==> src/rtl/mem_bus_arbiter.sv <==
// mem_bus_arbiter
// Two requesters share the tagged memory bus. Requester 0 is the CPU memory
// unit and requester 1 is the I/O/DMA channel. Each grant produces one
// address-strobe cycle and then len+1 consecutive read or write beats, using
// the RAM's auto-incrementing batch mode. Ownership alternates round-robin,
// one whole burst at a time.
//
// The bus strobes, gnt and done come only from flops, so there is no
// combinational path from req to the bus. Write data and tags pass straight
// through from the selected requester during write beats. Read data is
// captured at the clock edge that closes each read beat.

module mem_bus_arbiter #(
    parameter int AW = 20,
    parameter int LW = 4
) (
    input  logic              clk,
    input  logic              reset,
    input  logic [1:0]        req,
    input  logic [1:0]        we,
    input  logic [2*AW-1:0]   addr,
    input  logic [2*LW-1:0]   len,
    input  logic [127:0]      wdata,
    input  logic [15:0]       wtag,
    input  logic [63:0]       i_data,
    input  logic [7:0]        i_tag,
    output logic [1:0]        gnt,
    output logic [1:0]        wack,
    output logic [1:0]        done,
    output logic [1:0]        rvalid,
    output logic [63:0]       rdata,
    output logic [7:0]        rtag,
    output logic [63:0]       o_ad,
    output logic [7:0]        o_tag,
    output logic              o_astb,
    output logic              o_rd,
    output logic              o_wr
);

    typedef enum logic [1:0] {
        S_IDLE = 2'd0,
        S_ADDR = 2'd1,
        S_BEAT = 2'd2
    } state_t;

    state_t          state;
    logic            last;
    logic            sel_q;
    logic            we_q;
    logic [AW-1:0]   addr_q;
    logic [LW-1:0]   count_q;
    logic            astb_q;
    logic            rd_q;
    logic            wr_q;
    logic            done_q;

    logic            win;
    logic            win_we;
    logic [AW-1:0]   win_addr;
    logic [LW-1:0]   win_len;

    // Pick the winner among the current requests. On a tie, the requester
    // that did not win last time gets the bus.
    always_comb begin
        win      = req[1] & (~req[0] | ~last);
        win_we   = win ? we[1] : we[0];
        win_addr = win ? addr[2*AW-1:AW] : addr[AW-1:0];
        win_len  = win ? len[2*LW-1:LW] : len[LW-1:0];
    end

    // Burst sequencer. The strobe and grant flops are loaded together with
    // the state they belong to, so they are valid in that state's cycle.
    always_ff @(posedge clk or posedge reset) begin
        if (reset) begin
            state   <= S_IDLE;
            last    <= 1'b1;
            sel_q   <= 1'b0;
            we_q    <= 1'b0;
            addr_q  <= '0;
            count_q <= '0;
            gnt     <= 2'b00;
            astb_q  <= 1'b0;
            rd_q    <= 1'b0;
            wr_q    <= 1'b0;
            done_q  <= 1'b0;
        end else begin
            case (state)
                S_IDLE: begin
                    if (req != 2'b00) begin
                        state   <= S_ADDR;
                        sel_q   <= win;
                        last    <= win;
                        we_q    <= win_we;
                        addr_q  <= win_addr;
                        count_q <= win_len;
                        gnt     <= win ? 2'b10 : 2'b01;
                        astb_q  <= 1'b1;
                    end
                end
                S_ADDR: begin
                    state  <= S_BEAT;
                    astb_q <= 1'b0;
                    rd_q   <= ~we_q;
                    wr_q   <= we_q;
                    done_q <= (count_q == '0);
                end
                S_BEAT: begin
                    if (count_q == '0) begin
                        state  <= S_IDLE;
                        gnt    <= 2'b00;
                        rd_q   <= 1'b0;
                        wr_q   <= 1'b0;
                        done_q <= 1'b0;
                    end else begin
                        count_q <= count_q - LW'(1);
                        done_q  <= (count_q == LW'(1));
                    end
                end
                default: begin
                    state  <= S_IDLE;
                    gnt    <= 2'b00;
                    astb_q <= 1'b0;
                    rd_q   <= 1'b0;
                    wr_q   <= 1'b0;
                    done_q <= 1'b0;
                end
            endcase
        end
    end

    // Capture the read word at the edge that ends each read beat. A reset
    // drops any word that is still in flight.
    always_ff @(posedge clk or posedge reset) begin
        if (reset) begin
            rvalid <= 2'b00;
            rdata  <= '0;
            rtag   <= '0;
        end else begin
            rvalid <= rd_q ? gnt : 2'b00;
            if (rd_q) begin
                rdata <= i_data;
                rtag  <= i_tag;
            end
        end
    end

    // Drive the bus from the registered state. The write word comes straight
    // from the selected requester.
    always_comb begin
        o_astb = astb_q;
        o_rd   = rd_q;
        o_wr   = wr_q;
        wack   = gnt & {2{wr_q}};
        done   = gnt & {2{done_q}};
        o_ad   = '0;
        o_tag  = '0;
        if (astb_q) begin
            o_ad = {{(64-AW){1'b0}}, addr_q};
        end else if (wr_q) begin
            o_ad  = sel_q ? wdata[127:64] : wdata[63:0];
            o_tag = sel_q ? wtag[15:8] : wtag[7:0];
        end
    end

endmodule
==> config.mk <==
export PLATFORM = sky130hd
export DESIGN_NAME = mem_bus_arbiter
export DESIGN_NICKNAME = d
export VERILOG_FILES = /design/src/rtl/mem_bus_arbiter.sv
export SDC_FILE = /design/constraint.sdc
export NUM_CORES = 1
export LEC_CHECK = 0
export ABC_CLOCK_PERIOD_IN_PS = 10300
export CORE_AREA = 2 2 164 166
export CTS_BUF_LIST = sky130_fd_sc_hd__clkbuf_4
export DETAILED_ROUTE_END_ITERATION = 8
export DIE_AREA = 0 0 166 168
export PLACE_DENSITY_LB_ADDON = 0.08
export SETUP_SLACK_MARGIN = 0.15
export SYNTH_ARGS = -nofsm -noshare
export SYNTH_HDL_FRONTEND = slang
export SYNTH_SLANG_ARGS = --single-unit
==> constraint.sdc <==
create_clock -name clk -period 10.3 [get_ports clk]
set_clock_uncertainty 0.15 [all_clocks]
set_input_delay 1.03 -clock clk [delete_from_list [all_inputs] [get_ports clk]]
set_output_delay 1.03 -clock clk [all_outputs]
set_load 0.05 [all_outputs]
# Yosys cells after proc, flatten, opt, wreduce, memory -nomap -nowiden
# Cells that the tools add are included.
[op_classes]
n_bitwise = 10
eq_ne = 6
mux = 26
magnitude_cmp = 0
n_mul = 0
n_addsub = 1
shift = 0
n_reduce_logical = 10
div = 0
[ops]
columns = ["operator", "count"]
rows = [
  ["two-way mux 64 bit", 3],
  ["two-way mux 8 bit", 3],
  ["two-way mux 20 bit", 1],
  ["two-way mux 4 bit", 3],
  ["one-hot mux 2 bit (3 select lines)", 2],
  ["two-way mux 2 bit", 5],
  ["one-hot mux 1 bit (3 select lines)", 3],
  ["one-hot mux 4 bit (2 select lines)", 1],
  ["AND reduction 2 bit", 4],
  ["inequality test 2 bit (second input constant)", 3],
  ["NOT 1 bit", 6],
  ["AND reduction 3 bit", 2],
  ["bitwise AND 2 bit", 2],
  ["== test 4 x 1 -> 1 bit (second input constant)", 1],
  ["zero test 4 bit", 1],
  ["two-way mux 1 bit", 4],
  ["nonzero test 2 bit", 2],
  ["subtractor 4 x 1 -> 4 bit (second input constant)", 1],
  ["== test 2 x 1 -> 1 bit (second input constant)", 1],
  ["== test 2 bit (second input constant)", 1],
  ["zero test 2 bit", 1],
  ["one-hot mux 1 bit (2 select lines)", 1],
  ["bitwise AND 1 bit", 1],
  ["bitwise OR 1 bit", 1],
]
[totals]
wordCells = 67
mem_bits_rw = 0
n_memories = 0
regBits = 109
latch_bits = 0
rom_bits = 0

# Logic depth before layout (Yosys ltp)
# Gate-level depths: netlist (run 1).
[depth]
ltp_word = 6
mapped_depth = 7

# Worst setup path before layout (run 1)
# No wires, ideal clock.
[synth_path]
kind = "register to output"
from = "reg astb_q, in the netlist o_astb"
to = "out o_ad[12]"
setup_slack_ns = 6.851
required_time_ns = 9.120
path_buffers = 2
arrival_time_ns = 2.269
stages_incl_launch_ff = 5
path_cell_list = "dfrtp_1 -> nand2b_1 -> clkbuf_1 -> clkbuf_1 -> o21ai_0"
[synth_between]
elab_chain_cells = 1
[synth_lines]
columns = ["item", "line", "rtl"]
rows = [
  ["start, declared", "52", "logic astb_q;"],
  ["start signal, assigned", "82", "astb_q <= 1'b0;"],
  ["start signal, assigned", "97", "astb_q <= 1'b1;"],
  ["start signal, assigned", "102", "astb_q <= 1'b0;"],
  ["two-way mux 64 bit", "157", "if (astb_q) begin"],
  ["end, declared", "33", "output logic [63:0] o_ad,"],
]
# Every way passes these cells.

# Final worst setup path (run 1)
[layout_path]
from = "reg sel_q"
to = "out o_ad[12]"
[layout_between]
elab_chain_cells = 3
[layout_lines]
columns = ["item", "line", "rtl"]
rows = [
  ["start, declared", "48", "logic sel_q;"],
  ["start signal, assigned", "91", "sel_q <= win;"],
  ["two-way mux 64 bit", "160", "o_ad = sel_q ? wdata[127:64] : wdata[63:0];"],
  ["two-way mux 64 bit", "159", "end else if (wr_q) begin"],
  ["two-way mux 64 bit", "157", ""],
]
# Every way passes these cells.

==> results of run 1 <==
## worst paths after layout
kind,start,cells after the start,end
max in group asynchronous,reset,3,sel_q
worst min-delay path,addr_q[5],2,addr_q[5]
worst min register to register,addr_q[5],2,addr_q[5]
worst max-delay path,sel_q,4,o_ad[12]
worst max register to register,state[0],6,count_q[3]
min in group asynchronous,reset,2,rdata[49]
## cells by family after synthesis
family,Yosys count,share of synthesized area
AOI/OAI and AO/OA,69,0.0729
and+or+nand+nor,121,0.0878
adders and majority gates,6,0.0131
muxes,169,0.312
DFF,109,0.477
buffers and inverters,44,0.0368
## sequential cells by signal, indices dropped and copies added (netlist names), 2 cells and up
signal and cells:
addr_q 20, count_q 4, gnt 2, rdata 64, rtag 8, rvalid 2, state 2
## cell usage in the layout, fill, tap and decap left out, types with 2 or more instances in the layout
cell type and count:
buf_4 6, mux2i_1 95, a21oi_1 3, inv_1 6, and2_1 6, clkbuf_4 10
o21ai_0 49, o31ai_1 3, inv_6 2, clkinvlp_4 2, nand2_1 50, nor3_1 2
clkdlybuf4s50_1 424, ha_1 6, diode_2 5, o41ai_1 2, dfrtp_1 106, nor2_1 56
mux2_2 74
## critical path, cell delays in order, from the launching register on
cell	delay, ns
dfrtp_4	0.75
buf_4	0.73
mux2i_1	0.15
o21ai_0	0.38
clkdlybuf4s50_1	0.89
## layout make-up
cell class / instances / share of cell area
tap: 341 / 0.0410
clock buffer: 10 / 0.00721
clock inverter: 6 / 0.00433
sequential: 109 / 0.263
inverter: 7 / 0.00276
multi-input combinational: 365 / 0.269
antenna: 5 / 0.00120
timing repair buffer: 430 / 0.412
## power by group
group,switching [mW],internal (mW)
clock,0.155,0.0538
combinational,1.29,0.792
sequential,0.147,0.639
## layer usage
| metal | GRT usage | vias up |
|---|---|---|
| li1 | - | 2619 |
| met1 | 0.185 | 2570 |
| met2 | 0.327 | 227 |
| met3 | 0.0595 | 25 |
| met4 | 0.0594 | 0 |
| met5 | 0 | - |
==> results.md, run 1 <==
* Outcome: complete, no violations
* Synth area leader: dfrtp_1
* Sequential Area at between 0.002 and 0.003 mm^2
* Met2 routed WL at about 13000 um
* Top-count cell post-synth: dfrtp_1
* Initial Util at 0.217
* CTS sink count at 109
* Synth area leaders: dfrtp_1 47%, mux2i_1 17%, mux2_2 15%
* Clock latency on the worst-skew pair at roughly 0.48 ns
* CTS tree: done
* Synth warn at 0
* Min Hold Slack at around 0.35 ns
* First-pass DRT Iterations at 4
* Die Y-Extent at 168 um
* Post-CTS Resized at 0
* Post-synth net total at about 790
* Power, Total at between 3 and 4 mW
* R2R Setup Slk at approximately 8.0 ns
* Nets at roughly 1200
* Syn Std Cell Area at approximately 0.0057 mm^2
* H-Tree Depth at 3
* Via/cell ratio at 4.27
* DIE AREA at 0.0279 mm^2
* IO buf count at about 420
* Max Freq at ~0.22 GHz
* GP Congestion at 0.855
* CP max FO at 48
* WL met1 at slightly above 9000 um
* Final instance area at around 0.010 mm^2
* Pre-CTS WS at just over 6 ns
* Max Cap Viol at 0
* Top sig layer: met4
* Slew Limit Fails at 0
* Final setup viols at 0
* Final TNS setup at 0 ns
* Post-synth EDFFs at 0
* Startpoint Class: flop
* Util after Layout at 0.395
* CTS Hold Buffers Added at 0
* Synth Flop Type: dfrtp_1
* Remaining antenna violation count after routing at 0
* Leak Pwr at 4.17 nW
* Via count at roughly 5400
* Sequential area share after synthesis at 0.477
* Dpl hpwl at about 20000 um
* Tcrit/Tclk final at 0.447
* DRT iter0 DRCs at between 200 and 250
* Clk slew on worst S/H paths at approximately 0.16 ns
* Die width at 166 um
* Total GRT Usage at 0.175
* Total grt overflow at 0
* Min Tclk post-route at about 4.6 ns
* First-pass GRT wire length at between 30000 and 40000 um
* Synthesized instance count at slightly above 500
* Yosys reg bits at between 100 and 150
* Final worst slack at 5.70 ns
* DRT Wirelength at roughly 25000 um
* DRC violations left at 0
* Max VDD drop at approximately 0.00018 V
* Initial antenna violation count at 5
* Area delta synth->final at 82.1%
* Netlist cell types at 34
* Async SR Flop Fraction at 1.00
* Crit path DAT at ~3.4 ns
* Top post-synthesis cells by count: 108 x dfrtp_1, 95 x mux2i_1, 74 x mux2_2
* Placed Cells at 1252
* CP Data Required Time at 9.12 ns
* Core Area at between 0.02 and 0.03 mm^2
* CP Capture Type: output port
* Final hold vios at 0
* Vias in the first global route at between 5000 and 6000
* Cell Count, Final, Fillers Out at around 1300
* Detail Route met3 WL at between 1500 and 2000 um
* TritonCTS buffer count at 9
* Worst slew pin tran at between 1 and 1.5 ns
* Share of cells above drive strength 1 at 0.113
* Cell row count at 60
* Number of fill cells in the layout at between 2000 and 3000
* Total I/O pin count at 425
* Crit Path Category: flop to output port
* Relative slew slack at 0.311
* Mean area per synthesized cell at around 11 um^2
* PwrDens at 295 mW/mm^2
* Placed instance area at between 0.01 and 0.015 mm^2
* Top cell type's share of synthesized area at 0.473
* RSZ-0062 raised after global routing: no
* Area of the multi-input gates at ~0.0028 mm^2
* CTS Root Cell: clkbuf_4
* Hold WC Path Type: flop to flop
* Routed length per placed instance at between 15 and 20 um
* Post-CTS setup buffer count at 0
* Clock buffer depth at 2
* Largest net degree at the start of global routing at 76
(Power assumes the default switching activity.)
==> inputs of run 2 (changes only) <==
Settings changed: ABC_CLOCK_PERIOD_IN_PS 10300 to 3800.
Clock period 10.3 ns to 3.8 ns, I/O delays scaled along.
==> run 2 against run 1 <==
Net effect: routed wire length grew 1.1%; global-route usage grew 0.24 points; design area grew 0.64%; die area is the same; sequential share of layout area shrank 0.17 points; flip-flop and latch count is the same.
==> results.md, run 2 (same netlist as run 1, synthesis figures left out) <==
* Dpl hpwl at 20400 um
* Die Y-Extent at around 170 um
* Outcome: complete, no violations
* Routed length per placed instance at 19.9 um
* Crit path DAT at around 2.6 ns
* CTS Hold Buffers Added at 0
* Max incr delay on CP at roughly 0.76 ns
* Crit Path Category: flop to output port
* IO buf count at 424
* Slew Limit Fails at 0
* GP Congestion at just under 0.9
* Max VDD drop at between 0.0004 and 0.0005 V
* CP Cell Sequence: nand2b_2 > buf_4 > o21ai_0 > clkdlybuf4s50_1
* Clk slew on worst S/H paths at 0.20 ns
* Max Freq at about 0.32 GHz
* First-pass DRT Iterations at 4
* Die width at about 170 um
* Via/cell ratio at around 4.3
* Top flop regs: rdata: 64 flops, addr_q: 20 flops, rtag: 8 flops
* Largest net degree at the start of global routing at 76
* Cell row count at 60
* Final setup viols at 0
* Share of cells above drive strength 1 at 0.118
* CP max FO at between 70 and 80
* Tcrit/Tclk final at 0.831
* H-Tree Depth at 3
* Final TNS setup at 0 ns
* Most frequent cells in the layout: 424 x clkdlybuf4s50_1, 106 x dfrtp_1, 95 x mux2i_1, 74 x mux2_2, 56 x nor2_1
* DRT iter0 DRCs at between 150 and 200
* RSZ-0062 raised after global routing: no
* Number of fill cells in the layout at between 2000 and 3000
* Slowest cell on crit path: clkdlybuf4s50_1
* Post-CTS setup buffer count at 0
* Core Area at between 0.02 and 0.03 mm^2
* Final hold vios at 0
* CP bufs+invs at 2
* Min Tclk post-route at ~3.2 ns
* CTS tree: done
* Clock buffer depth at 2
* Clock latency on the worst-skew pair at about 0.48 ns
* CP Data Required Time at about 3.3 ns
* Nets at around 1200
* Startpoint Class: flop
* CP Capture Type: output port
* Area delta synth->final at 83.3%
* CTS Root Cell: clkbuf_4
* Remaining antenna violation count after routing at 0
* DRT Wirelength at roughly 25000 um
* Leak Pwr at roughly 4.2 nW
* Initial Util at 0.217
* Reg with most FFs: rdata
* Most common cell after layout, fill and taps aside: clkdlybuf4s50_1
* PwrDens at approximately 800 mW/mm^2
* Max Cap Viol at 0
* Relative slew slack at 0.327
* Largest register FFs at 64
* CTS sink count at 109
* Vias in the first global route at between 5000 and 6000
* Largest delay contributor family on the critical path: buffers and inverters
* Total grt overflow at 0
* Total GRT Usage at 0.178
* Hold WC Path Type: input pin to async pin
* Post-CTS Resized at 0
* DIE AREA at roughly 0.028 mm^2
* Util after Layout at 0.398
* First-pass GRT wire length at about 37000 um
* Via count at 5491
* Initial antenna violation count at 6
* Total I/O pin count at 425
* Worst slew pin tran at between 1 and 1.5 ns
* TritonCTS buffer count at 9
* DRC violations left at 0
run 2: per-layer routing:
metal / GRT usage / part of all wire / vias to the layer above
met4: 0.0616 / 0.017 / 2
met1: 0.186 / 0.36 / 2617
li1: - / - / 2630
met3: 0.0574 / 0.075 / 21
met5: 0 / 0.00071 / -
met2: 0.334 / 0.54 / 221
run 2: power breakdown:
part | switching (mW) | leakage [nW] | total (mW) | internal, mW
Clock | 0.436 | 0.0667 | 0.579 | 0.143
Combinational | 3.56 | 2.85 | 5.73 | 2.18
Sequential | 0.352 | 1.30 | 2.08 | 1.73
Total | 4.34 | 4.21 | 8.40 | 4.05
run 2: final cells by class:
cell class                      instances  area, um^2  area share
Antenna cell                            6        15.0     0.00143
Clock buffer                            9        67.6     0.00645
Clock inverter                          7        53.8     0.00514
Inverter                                7        28.8     0.00275
Multi-Input combinational cell        365        2800       0.267
Sequential cell                       109        2730       0.261
Tap cell                              341         427      0.0407
Timing Repair Buffer                  435        4350       0.415
run 2: path summary, 6_finish.rpt:
check | start | endpoint | slack (ns) | depth (start not counted)
setup / recovery | o_wr | o_ad[12] | 0.64 | 4
hold / removal | reset | rdata[37] | 0.14 | 2
setup reg to reg | state[0] | count_q[0] | 1.47 | 6
hold reg to reg | addr_q[2] | addr_q[2] | 0.35 | 2
max in group asynchronous | reset | rdata[24] | 2.57 | 3
min in group clk | i_data[34] | rdata[34] | 0.32 | 2
run 2: per-stage QoR:
step           cells  worst slack, ns  hold WS (ns)  cell area (um^2)  power, mW
3_5_place_dp    1257             1.16         0.320             10300       7.91
5_1_grt         1278            0.452         0.170             10500       8.87
4_1_cts         1273            0.566         0.128             10500       8.52
6_report        1279            0.640         0.137             10500       8.40
3_3_place_gp    1257             1.19         0.315             10300       7.91
2_1_floorplan    518            0.398         0.300              5720       5.87
==> inputs of run 3 (changes only) <==
Settings changed: ABC_CLOCK_PERIOD_IN_PS 3800 to 3200.
Clock period 3.8 ns to 3.2 ns, I/O delays scaled along.
==> run 3 against run 2 <==
Net effect: worst hold slack lost 0.079 ns; routed wire length shrank 3.5%; largest cell class unchanged; via count shrank 0.47%; sequential power grew 19%; cell count grew 0.39%; utilization grew 0.39 points; power grew 19%; setup slack lost 0.34 ns; combinational power grew 19%; clock power grew 31%; count of clock-buffer cells in the layout grew 1; non-clock buffer count grew 5.
==> results.md, run 3 (same netlist as run 1, synthesis figures left out) <==
* GP Congestion at ~0.83
* Crit path DAT at around 2.4 ns
* Final hold vios at 0
* Total GRT Usage at 0.170
* Min Hold Slack at ~0.058 ns
* Relative slew slack at 0.335
* Max Freq at between 0.3 and 0.4 GHz
* RSZ-0062 raised after global routing: no
* Crit Path Category: flop to output port
* Tcrit/Tclk final at 0.908
* Core Area at between 0.02 and 0.03 mm^2
* DRT iter0 DRCs at 162
* CTS tree: done
* DIE AREA at roughly 0.028 mm^2
* Via/cell ratio at about 4.3
* Most frequent cells in the layout: 367 x clkdlybuf4s50_1, 106 x dfrtp_1, 95 x mux2i_1, 74 x mux2_2, 56 x nor2_1
* Largest net degree at the start of global routing at 76
* Min Tclk post-route at 2.90 ns
* Top flop regs: rdata: 64 flops, addr_q: 20 flops, rtag: 8 flops
* Sequential Area at between 0.002 and 0.003 mm^2
* CP max FO at 17
* Die Y-Extent at between 150 and 200 um
* Number of fill cells in the layout at between 2000 and 3000
* Total grt overflow at 0
* Die width at between 150 and 200 um
* Largest register FFs at 64
* Reg with most FFs: rdata
* Outcome: complete, no violations
* Remaining antenna violation count after routing at 0
* Clk slew on worst S/H paths at about 0.19 ns
* Share of cells above drive strength 1 at 0.146
* Area delta synth->final at 85.1%
* CP Data Required Time at roughly 2.7 ns
* H-Tree Depth at 3
* Area of the multi-input gates at between 0.002 and 0.003 mm^2
* CTS Root Cell: clkbuf_4
* Most common cell after layout, fill and taps aside: clkdlybuf4s50_1
* Startpoint Class: flop
* Initial antenna violation count at 5
* Hold WC Path Type: input pin to async pin
* Final TNS setup at 0 ns
* CTS sink count at 109
* Final worst slack at 0.296 ns
* Pre-CTS WS at 0.604 ns
* DRC violations left at 0
* Slew Limit Fails at 0
* Nets at approximately 1200
* Cell row count at 60
* Dpl hpwl at 19800 um
* Via count at roughly 5500
* Vias in the first global route at 5545
* Util after Layout at 0.402
* Max Cap Viol at 0
* First-pass GRT wire length at around 36000 um
* Leak Pwr at ~4.9 nW
* CP Capture Type: output port
* TritonCTS buffer count at 9
* Initial Util at 0.217
* First-pass DRT Iterations at 4
* Clock latency on the worst-skew pair at roughly 0.47 ns
* IO buf count at about 420
* Routed length per placed instance at roughly 19 um
* Worst slew pin tran at ~1.0 ns
* PwrDens at approximately 950 mW/mm^2
* DRT Wirelength at between 20000 and 25000 um
* Final setup viols at 0
* Total I/O pin count at between 400 and 500
* Max VDD drop at between 0.0005 and 0.0006 V
* CTS Hold Buffers Added at 0
* Clock buffer depth at 2
-- run 3: cell count changes in the layout (fill, tap and decap cells not counted), moves of 5 or more --
cell	previous run	this run
clkdlybuf4s50_1	424	367
dlygate4sd2_1	0	5
dlymetal6s2s_1	0	31
buf_4	9	32
-- run 3: final timing paths --
kind / end / slack (ns) / from / depth (start not counted)
worst min register to register: addr_q[16] / 0.35 / addr_q[16] / 2
worst min-delay path: rdata[51] / 0.06 / reset / 2
worst max-delay path: o_ad[59] / 0.30 / sel_q / 4
min in group clk: rdata[27] / 0.28 / i_data[27] / 2
max in group asynchronous: addr_q[17] / 2.18 / reset / 3
worst max register to register: count_q[0] / 0.87 / state[0] / 6
-- run 3: through the flow --
| stage | instance area [um^2] | std cells | power (mW) |
|---|---|---|---|
| floorplan | 5720 | 518 | 6.97 |
| global placement | 10300 | 1261 | 9.36 |
| detailed placement | 10300 | 1261 | 9.37 |
| CTS | 10500 | 1278 | 10.2 |
| global route | 10600 | 1283 | 10.6 |
| finish | 10600 | 1284 | 10.0 |
-- run 3: final cells by class --
type | instances | share of cell area
multi-input combinational | 365 | 0.265
tap | 341 | 0.0403
sequential | 109 | 0.258
clock inverter | 6 | 0.00650
antenna | 6 | 0.00142
timing repair buffer | 440 | 0.419
inverter | 7 | 0.00284
clock buffer | 10 | 0.00710
-- run 3: timing repair --
action                                  in CTS  in global routing
setup buffers                                1                  0
endpoints found under the setup margin      37                 31
gates resized for setup                      6                 31
cloned                                       0                  0
endpoints found under the hold margin        0                  0
-- run 3: layer usage --
layer	track usage	share of wire
met5	0	0
met4	0.0480	0.0097
met3	0.0541	0.074
met2	0.319	0.54
met1	0.181	0.37
-- run 3: report_power, final --
group / switching [mW] / total [mW] / internal [mW] / leakage (nW)
clock: 0.504 / 0.758 / 0.255 / 0.0778
sequential: 0.408 / 2.47 / 2.06 / 1.30
combinational: 4.22 / 6.80 / 2.58 / 3.50
-- run 3: worst max-delay path, stage by stage (launching register included) --
cell,delay [ns]
dfrtp_4,0.66
buf_8,0.23
mux2i_1,0.13
nor2_1,0.09
clkdlybuf4s50_1,0.84
